File: config.mk
export PLATFORM = sky130hd
export DESIGN_NAME = btn_debounce
export DESIGN_NICKNAME = d
export VERILOG_FILES = /design/src/rtl/btn_debounce.sv
export SDC_FILE = /design/constraint.sdc
export NUM_CORES = 1
export LEC_CHECK = 0
export BUFFER_PORTS_ARGS = -buffer_cell sky130_fd_sc_hd__buf_2
export CAP_MARGIN = 30
export CORE_ASPECT_RATIO = 0.6
export CORE_UTILIZATION = 57
export DETAILED_ROUTE_END_ITERATION = 8
export HOLD_SLACK_MARGIN = 0.02
export PLACE_DENSITY_LB_ADDON = 0.05
export SYNTH_ARGS = -nofsm -noshare
export SYNTH_HDL_FRONTEND = slang
export SYNTH_SLANG_ARGS = --single-unit
File: constraint.sdc
create_clock -name clk -period 2.05 [get_ports clk]
set_input_delay 0 -clock clk [delete_from_list [all_inputs] [get_ports clk]]
set_output_delay 0 -clock clk [all_outputs]
set_load 0.03 [all_outputs]
File: src/rtl/btn_debounce.sv
`default_nettype none
// +----------------------------------------------------------------------------+
// | Module   : btn_debounce                                                    |
// | Purpose  : multi-channel push-button debouncer sampled by a divided strobe |
// | Revision : 1.0  initial release                                            |
// +----------------------------------------------------------------------------+
module btn_debounce #(
  parameter int NUM_BTN        = 4,
  parameter int STABLE_SAMPLES = 4
) (
  input  logic               clk,
  input  logic               rst,
  input  logic               clk_div,
  input  logic [NUM_BTN-1:0] btn_raw,
  output logic [NUM_BTN-1:0] btn_level,
  output logic [NUM_BTN-1:0] btn_press,
  output logic [NUM_BTN-1:0] btn_release
);

  // Bit 1 of the state doubles as the debounced level.
  localparam logic [1:0] IDLE         = 2'd0;
  localparam logic [1:0] PRESS_WAIT   = 2'd1;
  localparam logic [1:0] PRESSED      = 2'd2;
  localparam logic [1:0] RELEASE_WAIT = 2'd3;

  localparam logic [3:0] CNT_LAST = 4'(STABLE_SAMPLES - 1);

  logic s1;
  logic s2;
  logic s3;
  logic tick;

  always_ff @(posedge clk or posedge rst) begin
    if (rst) begin
      s1 <= 1'b0;
      s2 <= 1'b0;
      s3 <= 1'b0;
    end else begin
      s1 <= clk_div;
      s2 <= s1;
      s3 <= s2;
    end
  end

  assign tick = s2 & ~s3;

  for (genvar i = 0; i < NUM_BTN; i++) begin : g_ch
    logic       sync0;
    logic       smp;
    logic [1:0] state;
    logic [1:0] state_nxt;
    logic [3:0] cnt;
    logic [3:0] cnt_nxt;
    logic       level;
    logic       press;
    logic       rel;
    logic       press_nxt;
    logic       rel_nxt;

    always_comb begin
      state_nxt = state;
      cnt_nxt   = cnt;
      press_nxt = 1'b0;
      rel_nxt   = 1'b0;
      case (state)
        IDLE: begin
          if (smp) begin
            state_nxt = PRESS_WAIT;
            cnt_nxt   = 4'd1;
          end
        end
        PRESS_WAIT: begin
          if (!smp) begin
            state_nxt = IDLE;
            cnt_nxt   = 4'd0;
          end else if (cnt == CNT_LAST) begin
            state_nxt = PRESSED;
            cnt_nxt   = 4'd0;
            press_nxt = 1'b1;
          end else begin
            cnt_nxt = cnt + 4'd1;
          end
        end
        PRESSED: begin
          if (!smp) begin
            state_nxt = RELEASE_WAIT;
            cnt_nxt   = 4'd1;
          end
        end
        RELEASE_WAIT: begin
          if (smp) begin
            state_nxt = PRESSED;
            cnt_nxt   = 4'd0;
          end else if (cnt == CNT_LAST) begin
            state_nxt = IDLE;
            cnt_nxt   = 4'd0;
            rel_nxt   = 1'b1;
          end else begin
            cnt_nxt = cnt + 4'd1;
          end
        end
        default: begin
          state_nxt = IDLE;
          cnt_nxt   = 4'd0;
        end
      endcase
    end

    // Pulses clear every cycle; since tick lasts one cycle they are one cycle wide.
    always_ff @(posedge clk or posedge rst) begin
      if (rst) begin
        sync0 <= 1'b0;
        smp   <= 1'b0;
        state <= IDLE;
        cnt   <= 4'd0;
        level <= 1'b0;
        press <= 1'b0;
        rel   <= 1'b0;
      end else begin
        sync0 <= btn_raw[i];
        smp   <= sync0;
        press <= 1'b0;
        rel   <= 1'b0;
        if (tick) begin
          state <= state_nxt;
          cnt   <= cnt_nxt;
          level <= state_nxt[1];
          press <= press_nxt;
          rel   <= rel_nxt;
        end
      end
    end

    assign btn_level[i]   = level;
    assign btn_press[i]   = press;
    assign btn_release[i] = rel;
  end

endmodule
`default_nettype wire

=== Word level (Yosys, flattened, before mapping) ===
Index checks and enable logic that the tools add are counted.

* Shifts and indexed selects: 0
* Divide/modulo/power cells: 0
* Bitwise gates (word level): 2
* Reduce and logical (&&, ||, !) cells: 12
* Multipliers: 0
* Add/subtract/negate cells: 4
* Multiplexer cells: 80
* Eq/ne operators: 32
* Magnitude comparators: 0

{| class="wikitable"
|+ Operator list
! cell !! number
|-
| $mux W4 || 20
|-
| $pmux W4 S4 || 4
|-
| $mux W2 || 24
|-
| $pmux W2 S4 || 4
|-
| $mux W1 || 28
|-
| $ne A3 B3 Y1 const B || 8
|-
| $reduce_and A5 Y1 || 4
|-
| $add A4 B1 Y4 const B || 4
|-
| $eq A2 B2 Y1 const B || 8
|-
| $eq A4 B2 Y1 const B || 4
|-
| $ne A2 B2 Y1 const B || 8
|-
| $reduce_and A3 Y1 || 4
|-
| $eq A2 B1 Y1 const B || 4
|-
| $logic_not A2 Y1 || 4
|-
| $and A1 B1 Y1 || 1
|-
| $not A1 Y1 || 1
|}

* Input port bits: 7
* Output and inout bits: 12
* Logic and storage cells: 161
* Register bits: 43
* RAM bits: 0
* Bits in read-only memories: 0
* Bits in latches: 0
* Memories kept: 0

=== Longest topological paths before layout ===
Gate-level depths: netlist of run 1.

* Depth after elaboration: 5
* Gate-level depth with buffers: 5
* Mapped depth without buffers: 4

=== Worst setup path after synthesis of run 1 ===
OpenSTA, ideal clock, no wires.

* Kind: register -> register
* From: reg g_ch[2].cnt[0]
* To: reg (tool-made name)
* Setup slack: 0.343 ns
* Library setup time: 0.125 ns
* Arrival: 1.582 ns
* Period minus slack after synthesis: 1.707 ns
* Data required time: 1.925 ns
* Buffers on the path: 0
* Cell stages (with the launch flop): 5
* Path through: dfrtp_1 ha_1 or3b_4 or3_4 mux2_4

{| class="wikitable"
|+ RTL lines
! what !! line !! text
|-
| from (decl) || 52 || <nowiki>logic [3:0] cnt;</nowiki>
|-
| from (signal assigned) || 126 || <nowiki>cnt <= cnt_nxt;</nowiki>
|}

==> results of run 1 <==
==> routing by layer <==
metal	vias to the layer above	GRT usage, %	routed length (µm)
met4	0	6.04	36
met2	32	28.1	1420
met3	6	8.16	140
met5	-	0	0
li1	627	-	-
met1	606	26.3	1610
==> stage by stage <==
| step | util, % | area, µm² | hold slack, ns | total power [mW] |
|---|---|---|---|---|
| 4_1_cts | 66.7 | 2180 | 0.287 | 2.24 |
| 3_3_place_gp | 62.2 | 2030 | 0.0492 | 1.65 |
| 6_report | 66.7 | 2180 | 0.284 | 2.23 |
| 5_1_grt | 66.7 | 2180 | 0.324 | 2.37 |
| 3_5_place_dp | 62.2 | 2030 | 0.0604 | 1.69 |
| 2_1_floorplan | - | 1950 | 0.0314 | 1.57 |
==> cells in the mapped netlist (3+ instances only) <==
master / count
o21ai_1: 6
nor2b_1: 7
nor3b_1: 12
mux2i_1: 6
nand2_1: 12
a21oi_1: 8
xor2_1: 4
o2bb2ai_1: 11
nand4b_1: 3
a31oi_1: 3
ha_1: 4
buf_4: 12
mux2_2: 3
inv_1: 3
nand3_1: 8
dfrtp_1: 43
==> flip-flops by register name, summed over array words and instances (netlist names), named ones only <==
register / flops
g_ch.cnt: 16
g_ch.press: 4
g_ch.rel: 4
g_ch.smp: 4
g_ch.state: 4
g_ch.sync0: 4
s1: 1
s2: 1
s3: 1
==> cells by family after synthesis <==
logic type | count (synthesis)
adder cells (fa/ha/maj) | 4
flip-flops | 43
XOR/XNOR | 4
multiplexers | 10
AND/OR/NAND/NOR | 51
AO/OA/AOI/OAI | 34
buffers and inverters | 19
==> final cells by class <==
class                   count  area share (%)
clock inverters             1           0.230
clock buffers               6            3.80
multi-input cells         103            35.0
well taps                  45            2.59
inverters                   4           0.690
repair buffers             28            8.28
flip-flops and latches     43            49.5
==> critical path, stage by stage, from the launching register on <==
cell and delay, ns:
dfrtp_1 0.42, ha_1 0.21, or3b_4 0.41, or3_4 0.36, mux2_4 0.30
==> where the power goes <==
part	total, mW	internal [mW]	switching [mW]	leakage [nW]
Clock	0.538	0.264	0.273	0.0470
Combinational	0.535	0.245	0.290	0.427
Sequential	1.15	0.986	0.169	0.552
Total	2.23	1.50	0.732	1.03
==> timing repair <==
item | in CTS | in global routing
hold endpoints to repair | 48 | 0
setup buffers | 0 | 0
hold buffers | 6 | 0
==> worst max-delay path by stage <==
stage	to	slack (ns)
2_1_floorplan	flip-flop	0.34
5_1_grt	flip-flop	0.18
3_3_place_gp	flip-flop	0.32
6_report	flip-flop	0.23
3_5_place_dp	flip-flop	0.26
4_1_cts	flip-flop	0.24
==> flow_summary.json, run 1 <==
{
  "critPathRequiredTime_ns": 2.23,
  "fin_crit_sh_pct": 88.6,
  "cts_buffers": 5,
  "ant_nets": 0,
  "synthDistinctLibCells": 32,
  "n_fill_cell": 260,
  "synth-adder-area-share_pct": 2.56,
  "r2r_cells": 4,
  "crit_path_start_kind": "flip-flop",
  "seq_area_frac_synth_pct": 55.1,
  "rr_startpoint": "g_ch[2].cnt[0]$_DFFE_PP0P_",
  "cts_buffer_depth": 2,
  "clock_latency_ns": 0.30,
  "syn_inst": 165,
  "setup_ws_ns": 0.234,
  "register_area_um2": 1080,
  "cts_tree": "built",
  "final_cell_mix": "dfrtp_1, buf_2, nand2_1, nor3b_1, o2bb2ai_1",
  "synth_top_family_by_area": "simple AND/OR/NAND/NOR gates",
  "finalNonFillerCells": 230,
  "synth_top_area_share_pct": 55.1,
  "routed_via_density": 5.53,
  "synth_compound_area_share_pct": 11.8,
  "place.gp.congestion": 0.852,
  "hpwl_mm": 2.17,
  "p_leak_nw": 1.03,
  "fin_nets": 196,
  "yosys-top-cells-area": "dfrtp_1, o2bb2ai_1, buf_4, nor3b_1, mux2i_1",
  "drt-initial-drc-count": 75,
  "wl_per_cell_um": 13.9,
  "fp.coreArea_um2": 3260,
  "postSynthNetCount": 176,
  "maxCapViolCount": 0,
  "io_pins": 19,
  "layout_commonest_cell": "dfrtp_1",
  "post-place-ws_ns": 0.256,
  "end_kind": "flip-flop",
  "drt_wl_total_mm": 3.21,
  "fp.dieH_um": 47.4,
  "start_util_pct": 59.9,
  "post_cts_resized": 0,
  "rrSetupSlack_ns": 0.23,
  "grt_pass1_wl_mm": 5.14,
  "yosysTopAreaCell": "dfrtp_1",
  "layout-drive-gt1-share_pct": 19.5,
  "yosys_warnings": 0,
  "grt_pass1_vias": 1108,
  "path_class": "flip-flop to flip-flop",
  "overflow": 0,
  "port_buffers": 18,
  "period_minus_slack_ns": 1.82,
  "synth-simple-area-share_pct": 17.2,
  "track_usage_pct": 19.3,
  "async_flop_share_pct": 100,
  "clk_pin_slew_ns": 0.08,
  "avgSynthCellArea_um2": 11.8,
  "grt_max_degree": 25,
  "relSlewSlack_pct": 71.5,
  "p_per_area_nw_per_um2": 1020,
  "htree_num_levels": 2,
  "dp_cells": 217,
  "crit_arrival_ns": 2.00,
  "die_w_um": 77.6,
  "vias": 1271,
  "rsz0062_at_grt": "false",
  "synth_xor_area_share_pct": 1.79,
  "finalHoldViolCount": 0,
  "max_freq_ghz": 0.551,
  "hp-class": "input pin to async pin",
  "cts.root.buffer_cell": "clkbuf_8",
  "status": "completed",
  "cp-startpoint": "g_ch[2].cnt[0]$_DFFE_PP0P_",
  "ir_worst_vdd_mv": 0.606,
  "synth_flop_cell": "dfrtp_1",
  "multi_input_area_um2": 761,
  "antenna_found_initial": 0,
  "fin_skew_ns": 0.00602,
  "n_antenna_cell": 0,
  "synth.ff_latch_count": 43,
  "critPathMaxFanout": 4,
  "tightestPinTransition_ns": 0.426,
  "setup_viol": 0,
  "drc_errors": 0,
  "layout-area-overhead-vs-synth_pct": 11.3,
  "muxShareOfSynthArea_pct": 5.57,
  "die_area_um2": 3670,
  "fin_setup_tns_ns": 0,
  "rows": 16,
  "first_pass_iters": 4,
  "clock-sinks": 43,
  "synth_edf_count": 0,
  "mappedNetlistArea_um2": 1950,
  "drv_slew": 0
}
Power figures use the tool's default switching activity.
==> inputs of run 2 (changes only) <==
- BUFFER_PORTS_ARGS: -buffer_cell sky130_fd_sc_hd__buf_2 -> -buffer_cell sky130_fd_sc_hd__buf_4
- PLACE_DENSITY: default -> 0.77
- PLACE_DENSITY_LB_ADDON: 0.05 -> default
==> flow_summary.json, run 2 (synthesized netlist as in run 1, its figures left out) <==
{
  "path_class": "flip-flop to flip-flop",
  "rows": 16,
  "clkPwrFrac_pct": 24.9,
  "drv_slew": 0,
  "layout_commonest_cell": "dfrtp_1",
  "period_minus_slack_ns": 1.83,
  "combPwrFrac_pct": 24.5,
  "fin_nets": 195,
  "crit_slowest_cell": "dfrtp_1",
  "antenna_found_initial": 0,
  "fp.dieH_um": 47.4,
  "hp-class": "input pin to async pin",
  "ir_worst_vdd_mv": 0.565,
  "status": "completed",
  "grt_pass1_wl_mm": 5.25,
  "layout-area-overhead-vs-synth_pct": 14.5,
  "tightestPinTransition_ns": 0.615,
  "wl_per_cell_um": 14.4,
  "critPathRequiredTime_ns": 2.22,
  "end_kind": "flip-flop",
  "n_antenna_cell": 0,
  "fin_skew_ns": 0.00399,
  "p_leak_nw": 1.04,
  "ant_nets": 0,
  "cts.root.buffer_cell": "clkbuf_8",
  "top_register": "g_ch.cnt",
  "maxCapViolCount": 0,
  "clock-sinks": 43,
  "track_usage_pct": 19.4,
  "cts_tree": "built",
  "max_freq_ghz": 0.546,
  "internal-power_mw": 1.56,
  "final_cell_mix": "dfrtp_1, buf_4, nand2_1, nor3b_1, o2bb2ai_1",
  "clock_latency_ns": 0.29,
  "port_buffers": 18,
  "first_pass_iters": 4,
  "finalHoldViolCount": 0,
  "routed_via_density": 5.72,
  "cts_buffers": 5,
  "path_cells": "ha_1, or3b_4, or3_4, mux2_4",
  "p_switching_mw": 0.734,
  "layout-drive-gt1-share_pct": 18.9,
  "start_util_pct": 59.9,
  "rr_startpoint": "g_ch[2].cnt[0]$_DFFE_PP0P_",
  "place.gp.congestion": 0.800,
  "critPathMaxStageDelay_ns": 0.42,
  "die_area_um2": 3670,
  "cts_setup_buffers": 0,
  "drt_wl_total_mm": 3.32,
  "grt_max_degree": 29,
  "grt_pass1_vias": 1144,
  "crit_family": "simple AND/OR/NAND/NOR gates",
  "rsz0062_at_grt": "false",
  "crit_arrival_ns": 2.01,
  "io_pins": 19,
  "hpwl_mm": 2.31,
  "overflow": 0,
  "clk_pin_slew_ns": 0.07,
  "setup_viol": 0,
  "relSlewSlack_pct": 59.0,
  "seqPwrFrac_pct": 50.5,
  "largest_reg_flops": 16,
  "cts_buffer_depth": 2,
  "p_sw_share_pct": 32.0,
  "critPathMaxFanout": 4,
  "drt-initial-drc-count": 61,
  "rrSetupSlack_ns": 0.22,
  "htree_num_levels": 2,
  "p_per_area_nw_per_um2": 1020,
  "path_buf_inv": 0,
  "power_mw": 2.29,
  "drc_errors": 0,
  "fp.coreArea_um2": 3260,
  "r2r_cells": 4,
  "fin_setup_tns_ns": 0,
  "vias": 1316,
  "die_w_um": 77.6,
  "post-place-ws_ns": 0.249,
  "setup_ws_ns": 0.220,
  "fin_crit_sh_pct": 89.3,
  "crit_path_start_kind": "flip-flop"
}
run 2: changes by cell type in the layout (fill, tap and decap cells not counted), sizes merged:
cell    delta
clkinv     -1
clkbuf     +2
buf        -1
run 2: final cells by class:
type | count | area (µm²)
sequential | 43 | 1080
fill | 249 | 1020
multi-input combinational | 103 | 761
timing repair buffer | 27 | 230
clock buffer | 8 | 100
tap | 45 | 56.3
inverter | 4 | 15.0
run 2: what timing repair did:
item | CTS | global route
hold buffers | 6 | 0
endpoints found under the hold margin | 20 | 0
resized for setup | 0 | 0
endpoints found under the setup margin | 0 | 0
run 2: worst max path at each step:
stage,slack (ns),to,depth (start not counted),start
2_1_floorplan,0.34,flip-flop,4,g_ch[2].cnt[0]$_DFFE_PP0P_
3_3_place_gp,0.32,flip-flop,4,g_ch[2].cnt[0]$_DFFE_PP0P_
3_5_place_dp,0.25,flip-flop,4,g_ch[2].cnt[0]$_DFFE_PP0P_
4_1_cts,0.24,flip-flop,4,g_ch[2].cnt[0]$_DFFE_PP0P_
5_1_grt,0.19,flip-flop,4,g_ch[2].cnt[0]$_DFFE_PP0P_
6_report,0.22,flip-flop,4,g_ch[2].cnt[0]$_DFFE_PP0P_
run 2: tightest hold or removal path: stages:
cell	delay [ns]
dlygate4sd3_1	0.53
buf_4	0.13
inv_1	0.45
run 2: per-stage QoR:
step                      instances  cell area (µm²)  hold slack, ns  util, %
after CTS                       230             2240           0.352     68.6
after floorplan                 165             1950          0.0314        -
after global routing            230             2240           0.354     68.6
final                           230             2240           0.344     68.6
after global placement          216             2080          0.0983     63.7
after detailed placement        216             2080           0.111     63.7
run 2: power groups by stage:
stage / logic, mW / clock network (mW) / registers [mW]
floorplan: 0.450 / 0 / 1.12
global placement: 0.514 / 0 / 1.15
detailed placement: 0.544 / 0 / 1.17
CTS: 0.561 / 0.585 / 1.15
global route: 0.616 / 0.620 / 1.18
finish: 0.562 / 0.571 / 1.16
run 2: routing by layer:
metal	part of all wire (%)	track usage, %
met1	46	26.3
met2	47	30.8
met3	6.1	5.44
met4	0.90	6.79
met5	0	0
